$ cat src/rtl/pipe_stall_ctrl.sv
// Central pipeline stall/flush controller for the five-stage core: decodes hazard,
// branch and memory-handshake requests into stage-register controls, with a watchdog and perf counters.
module pipe_stall_ctrl #(
    parameter int TIMEOUT = 64,
    parameter int CNT_W   = 16
) (
    input  logic             clk,
    input  logic             rst,
    input  logic             freeze,
    input  logic             branch_taken,
    input  logic             mem_req,
    input  logic             mem_ready,
    output logic             pc_en,
    output logic             if_id_en,
    output logic             if_id_flush,
    output logic             id_ex_en,
    output logic             id_ex_flush,
    output logic             ex_mem_en,
    output logic             mem_wb_bubble,
    output logic             mem_waiting,
    output logic             timeout_err,
    output logic [CNT_W-1:0] stall_cnt,
    output logic [CNT_W-1:0] flush_cnt
);

    localparam int                WAIT_W    = $clog2(TIMEOUT);
    localparam logic [WAIT_W-1:0] WAIT_LAST = WAIT_W'(TIMEOUT - 1);
    localparam logic [CNT_W-1:0]  CNT_MAX   = '1;

    typedef enum logic [1:0] {
        ST_RUN,
        ST_WAIT,
        ST_ERR
    } state_t;

    state_t             state_q, state_d;
    logic [WAIT_W-1:0]  wait_cnt_q, wait_cnt_d;
    logic [CNT_W-1:0]   stall_cnt_q, stall_cnt_d;
    logic [CNT_W-1:0]   flush_cnt_q, flush_cnt_d;
    logic               mem_stall;

    assign mem_stall = mem_req & ~mem_ready;

    // Control decode is purely combinational so a stall takes effect in the cycle it is requested.
    // NOTE: every output gets a default before the priority chain; otherwise any path that
    // skips an assignment infers a latch.
    always_comb begin
        pc_en         = 1'b1;
        if_id_en      = 1'b1;
        if_id_flush   = 1'b0;
        id_ex_en      = 1'b1;
        id_ex_flush   = 1'b0;
        ex_mem_en     = 1'b1;
        mem_wb_bubble = 1'b0;

        if (state_q == ST_ERR || mem_stall) begin
            pc_en         = 1'b0;
            if_id_en      = 1'b0;
            id_ex_en      = 1'b0;
            ex_mem_en     = 1'b0;
            mem_wb_bubble = 1'b1;
        end else if (branch_taken) begin
            // Wrong-path instructions are discarded, so a simultaneous freeze is moot.
            if_id_flush = 1'b1;
            id_ex_flush = 1'b1;
        end else if (freeze) begin
            pc_en       = 1'b0;
            if_id_en    = 1'b0;
            id_ex_flush = 1'b1;
        end
    end

    always_comb begin
        state_d    = state_q;
        wait_cnt_d = wait_cnt_q;

        unique case (state_q)
            ST_RUN: begin
                if (mem_stall) begin
                    state_d    = ST_WAIT;
                    wait_cnt_d = WAIT_W'(1);
                end
            end
            ST_WAIT: begin
                if (!mem_stall) begin
                    state_d    = ST_RUN;
                    wait_cnt_d = '0;
                end else if (wait_cnt_q == WAIT_LAST) begin
                    state_d = ST_ERR;
                end else begin
                    wait_cnt_d = wait_cnt_q + 1'b1;
                end
            end
            ST_ERR: begin
                state_d = ST_ERR;
            end
            default: begin
                state_d    = ST_RUN;
                wait_cnt_d = '0;
            end
        endcase
    end

    // Counters saturate rather than wrap so a long run never reports a misleadingly small value.
    always_comb begin
        stall_cnt_d = stall_cnt_q;
        flush_cnt_d = flush_cnt_q;
        if (!pc_en && stall_cnt_q != CNT_MAX) begin
            stall_cnt_d = stall_cnt_q + 1'b1;
        end
        if (if_id_flush && flush_cnt_q != CNT_MAX) begin
            flush_cnt_d = flush_cnt_q + 1'b1;
        end
    end

    // NOTE: sequential state uses non-blocking assignments so every flop samples pre-edge values.
    always_ff @(posedge clk or posedge rst) begin
        if (rst) begin
            state_q     <= ST_RUN;
            wait_cnt_q  <= '0;
            stall_cnt_q <= '0;
            flush_cnt_q <= '0;
        end else begin
            state_q     <= state_d;
            wait_cnt_q  <= wait_cnt_d;
            stall_cnt_q <= stall_cnt_d;
            flush_cnt_q <= flush_cnt_d;
        end
    end

    assign mem_waiting = (state_q == ST_WAIT);
    assign timeout_err = (state_q == ST_ERR);
    assign stall_cnt   = stall_cnt_q;
    assign flush_cnt   = flush_cnt_q;

endmodule
$ cat config.mk
export PLATFORM = sky130hd
export DESIGN_NAME = pipe_stall_ctrl
export DESIGN_NICKNAME = d
export VERILOG_FILES = /design/src/rtl/pipe_stall_ctrl.sv
export SDC_FILE = /design/constraint.sdc
export NUM_CORES = 1
export LEC_CHECK = 0
export CAP_MARGIN = 20
export CORE_ASPECT_RATIO = 0.75
export CORE_UTILIZATION = 50
export CTS_CLUSTER_SIZE = 10
export DETAILED_ROUTE_END_ITERATION = 10
export GPL_TIMING_DRIVEN = 0
export PLACE_DENSITY = 0.87
export SLEW_MARGIN = 20
export SYNTH_ARGS = -nofsm -noshare
export SYNTH_HDL_FRONTEND = slang
export SYNTH_SLANG_ARGS = --single-unit
$ cat constraint.sdc
create_clock -name clk -period 1.9 [get_ports clk]
set_input_delay 0.57 -clock clk [delete_from_list [all_inputs] [get_ports clk]]
set_output_delay 0.57 -clock clk [all_outputs]
set_load 0.01 [all_outputs]
==> summary.txt <==
Run status
  • Run status: complete, but fails checks
  • Violations in the final reports: negative setup slack

Setup path
  • Kind of start point of the critical path: primary input
  • Required time of the worst setup path: roughly 1300 ps
  • Critical path class: primary input to output port
  • Slack of the worst reg-to-reg path: 100 ps
  • Peak fanout along the critical path: 3
  • CP bufs+invs: 3
  • Cells traversed along the worst timing path: buf_4 > and2b_2 > nor3_4 > buf_6 > buf_6
  • Crit end category: output port
  • Worst-path cell with the longest stage delay: sky130_fd_sc_hd__nor3_4
  • Worst path arrival time: around 1400 ps
  • CP most frequent cell: sky130_fd_sc_hd__buf_6
  • Slowest cell delay on critical path: 260 ps
  • Crit path max-delay family: simple AND/OR/NAND/NOR gates

Place
  • Placed instance area: 2640 um2
  • Final weighted congestion in routability-driven placement: just under 0.8
  • Number of buffer cells added on primary ports: 46
  • Inst Count DP: slightly below 300
  • HPWL after detailed placement: slightly above 3000 um
  • Post-placement worst setup slack: -1000 ps

Timing
  • RSZ-0062 raised after global routing: true
  • Tcrit/Tclk final: 104%
  • Hold Violations, Final: 0
  • Slew Limit Headroom: about 63%
  • Final Critical Period: just under 2000 ps
  • Tightest Pin Transition: 550 ps
  • Worst setup margin: -79.1 ps
  • Setup violators final: 2
  • Highest clock frequency the design can meet: ~500 MHz
  • Final count of pins violating max slew: 0
  • Worst-case hold slack: approximately 490 ps
  • Final worst clock skew: between 5 and 6 ps

Die
  • Area of the die: between 4000 and 5000 um2
  • Number of I/O pins: 47
  • Die boundary height: roughly 58 um
  • Starting density of the core: between 50% and 60%
  • Horizontal die dimension: between 70 and 80 um
  • Core area: 3830 um2
  • Number of placement rows: 19

Clock tree
  • Number of buffers added by the clock tree synthesis step: 5
  • H-Tree Level Count: 2
  • Number of clock sinks: 40
  • Maximum number of buffers from clock root to sink: 2
  • CTS Root Buffer Type: sky130_fd_sc_hd__clkbuf_8
  • Clock slew at reported path FFs: around 80 ps
  • Hold buffer count at cts: 0
  • CTS tree: built
  • Clock latency reported for the late side of the worst-skew pair: 300 ps

Synthesis
  • Most numerous cell types in the synthesized netlist: 40 x sky130_fd_sc_hd__dfrtp_1, 20 x sky130_fd_sc_hd__nand2_1, 20 x sky130_fd_sc_hd__xnor2_1
  • Most instantiated library cell after synthesis: sky130_fd_sc_hd__dfrtp_1
  • Post-synthesis share of cell area spent on full adders, half adders and majority gates: around 1.8%
  • Post-synthesis instance area: roughly 2100 um2
  • Part of the Yosys area used for sequential elements: approximately 48%
  • Synth Register Bits: 40
  • Mux share of post-synthesis cell area: between 3 and 4%
  • Synthesized-area fraction occupied by xor and xnor cells: about 11%
  • Post-Syn Instances: between 150 and 200
  • Number of enable flip-flop cells after synthesis: 0
  • Ys flop type: sky130_fd_sc_hd__dfrtp_1
  • Area fraction in and, or, nand and nor cells after synthesis: between 20% and 30%
  • Top post-synthesis cells by area: sky130_fd_sc_hd__dfrtp_1 48%, sky130_fd_sc_hd__xnor2_1 8.4%, sky130_fd_sc_hd__nand2_1 3.6%
  • Share of the synthesized area in compound gates (AO/OA/AOI/OAI): roughly 9.3%
  • Yosys warning total: 0
  • Largest family of logic cells by synthesized area: simple AND/OR/NAND/NOR gates
  • Fraction of registers with async set or reset after synthesis: 100%
  • Synthesized area per cell: 10.8 um2
  • Fraction of synthesized cell area taken by the top area cell type: 48.0%
  • Post-synth top area cell: sky130_fd_sc_hd__dfrtp_1
  • Number of distinct standard cells referenced by the synthesized netlist: 43
  • Number of nets produced by synthesis: about 200

Job
  • Max-capacitance violation count: 0

Pwr
  • Leakage component of the power: roughly 1.2 nW
  • Total power: approximately 2.6 mW
  • Peak ir drop on the vdd network: roughly 0.84 mV
  • PD cells: around 900 nW/um2

GRT
  • Global-route wire length before repair: 7560 um
  • Pin count of the biggest net entering global routing: 36
  • Vias in the first global route: around 1500
  • Overflow left after global routing: 0
  • Initial antenna violation count: 0
  • Global-route total usage across every layer: between 20% and 30%

Final layout
  • Post-route cell area: 2840 um2
  • Area of the multi-input gates: around 1100 um2
  • Synth-to-layout area growth: 36.2%
  • Final-layout fill cell count: 251
  • Storage cell area: roughly 1000 um2
  • Layout net count: ~270
  • Non-filler instance count after layout: 311
  • Fraction of final layout cells sized beyond drive strength 1: about 28%
  • # diodes: 0

Route
  • Overall via count from detail_route: ~1600
  • Remaining DRCs: 0
  • Antenna Nets Post-Route: 0
  • Iter 0 DRT Violations: 68
  • Wirelength, routed: roughly 4600 um
  • Detailed-routing iteration count for the pre-antenna-repair pass: 4
  • Detail-routed via count per cell: roughly 5.3
  • Average wire per cell in the routed design: 14.7 um

Min path
  • Type of the tightest min-delay check: primary input to asynchronous set/reset pin
==> layout make-up <==
cell class,count,area share (%)
Buffer,3,1.19
Multi-Input combinational cell,145,37.8
Clock inverter,2,0.528
Timing Repair Buffer,58,18.7
Clock buffer,6,2.91
Tap cell,52,2.29
Sequential cell,40,35.7
Inverter,5,0.837
==> per-layer routing <==
metal	track usage, %	vias up	wire, um
met1	30.6	782	2160
met3	5.98	9	216
met4	9.89	0	78
met5	0	-	0
li1	-	812	-
met2	34.9	43	2120
==> cell usage in the layout (no fill, tap or decap), types with 3 or more instances in the layout <==
cell	netlist	final
sky130_fd_sc_hd__nand2b_1	4	3
sky130_fd_sc_hd__clkdlybuf4s50_1	0	32
sky130_fd_sc_hd__nand4_1	10	10
sky130_fd_sc_hd__ha_1	3	3
sky130_fd_sc_hd__and3_1	6	6
sky130_fd_sc_hd__clkbuf_8	0	6
sky130_fd_sc_hd__buf_2	0	5
sky130_fd_sc_hd__nand3_1	15	15
sky130_fd_sc_hd__nand2_1	20	19
sky130_fd_sc_hd__buf_4	2	12
sky130_fd_sc_hd__nor2_1	11	11
sky130_fd_sc_hd__xnor2_1	20	20
sky130_fd_sc_hd__xor2_1	6	6
sky130_fd_sc_hd__and2_1	3	3
sky130_fd_sc_hd__dfrtp_2	0	11
sky130_fd_sc_hd__o21ai_0	7	7
sky130_fd_sc_hd__buf_6	2	5
sky130_fd_sc_hd__nor3_2	3	3
sky130_fd_sc_hd__a21oi_1	4	4
sky130_fd_sc_hd__dfrtp_1	40	29
sky130_fd_sc_hd__inv_2	0	3
==> power breakdown <==
group / switching, mW / internal (mW)
clock network: 0.305 / 0.294
logic: 0.339 / 0.473
registers: 0.162 / 0.994
==> registers in the layout, summed over array words and instances, names as in the netlist <==
register,count
flush_cnt,16
stall_cnt,16
state_q,2
wait_cnt_q,6
==> worst register-to-register path, stage by stage (launching register included) <==
cell and delay, ps:
sky130_fd_sc_hd__dfrtp_1 390, sky130_fd_sc_hd__ha_1 180, sky130_fd_sc_hd__and2_1 140, sky130_fd_sc_hd__buf_6 130, sky130_fd_sc_hd__nand4_4 130, sky130_fd_sc_hd__o31a_4 410
sky130_fd_sc_hd__mux2_4 300
==> per-stage QoR <==
step | utilization [%] | setup TNS (ps)
after detailed placement | 68.9 | -13420
after global placement | 68.4 | -27400
final | 74.2 | -106
after global routing | 74.2 | -327
after floorplan | - | 0
after CTS | 73.3 | -302
==> timing repair <==
action | in CTS | in global routing
setup buffers | 5 | 6
resized for setup | 55 | 21
pin swaps | 2 | 1
endpoints found under the setup margin | 21 | 18
==> path summary, 6_finish.rpt <==
kind | start | endpoint | cells past startpoint
max in group asynchronous | rst | flush_cnt[8] | 3
hold / removal | rst | flush_cnt[2] | 2
hold reg to reg | stall_cnt[7] | stall_cnt[7] | 1
setup reg to reg | flush_cnt[0] | flush_cnt[1] | 6
min in group clk | stall_cnt[7] | stall_cnt[7] | 1
setup / recovery | branch_taken | pc_en | 5
==> cell families after synthesis <==
kind of cell	Yosys count
adder cells (fa/ha/maj)	3
flip-flops	40
XOR/XNOR	26
AND/OR/NAND/NOR	87
buffers and inverters	9
AO/OA/AOI/OAI	23
multiplexers	6
No activity file was read; power rests on OpenSTA's default activity.
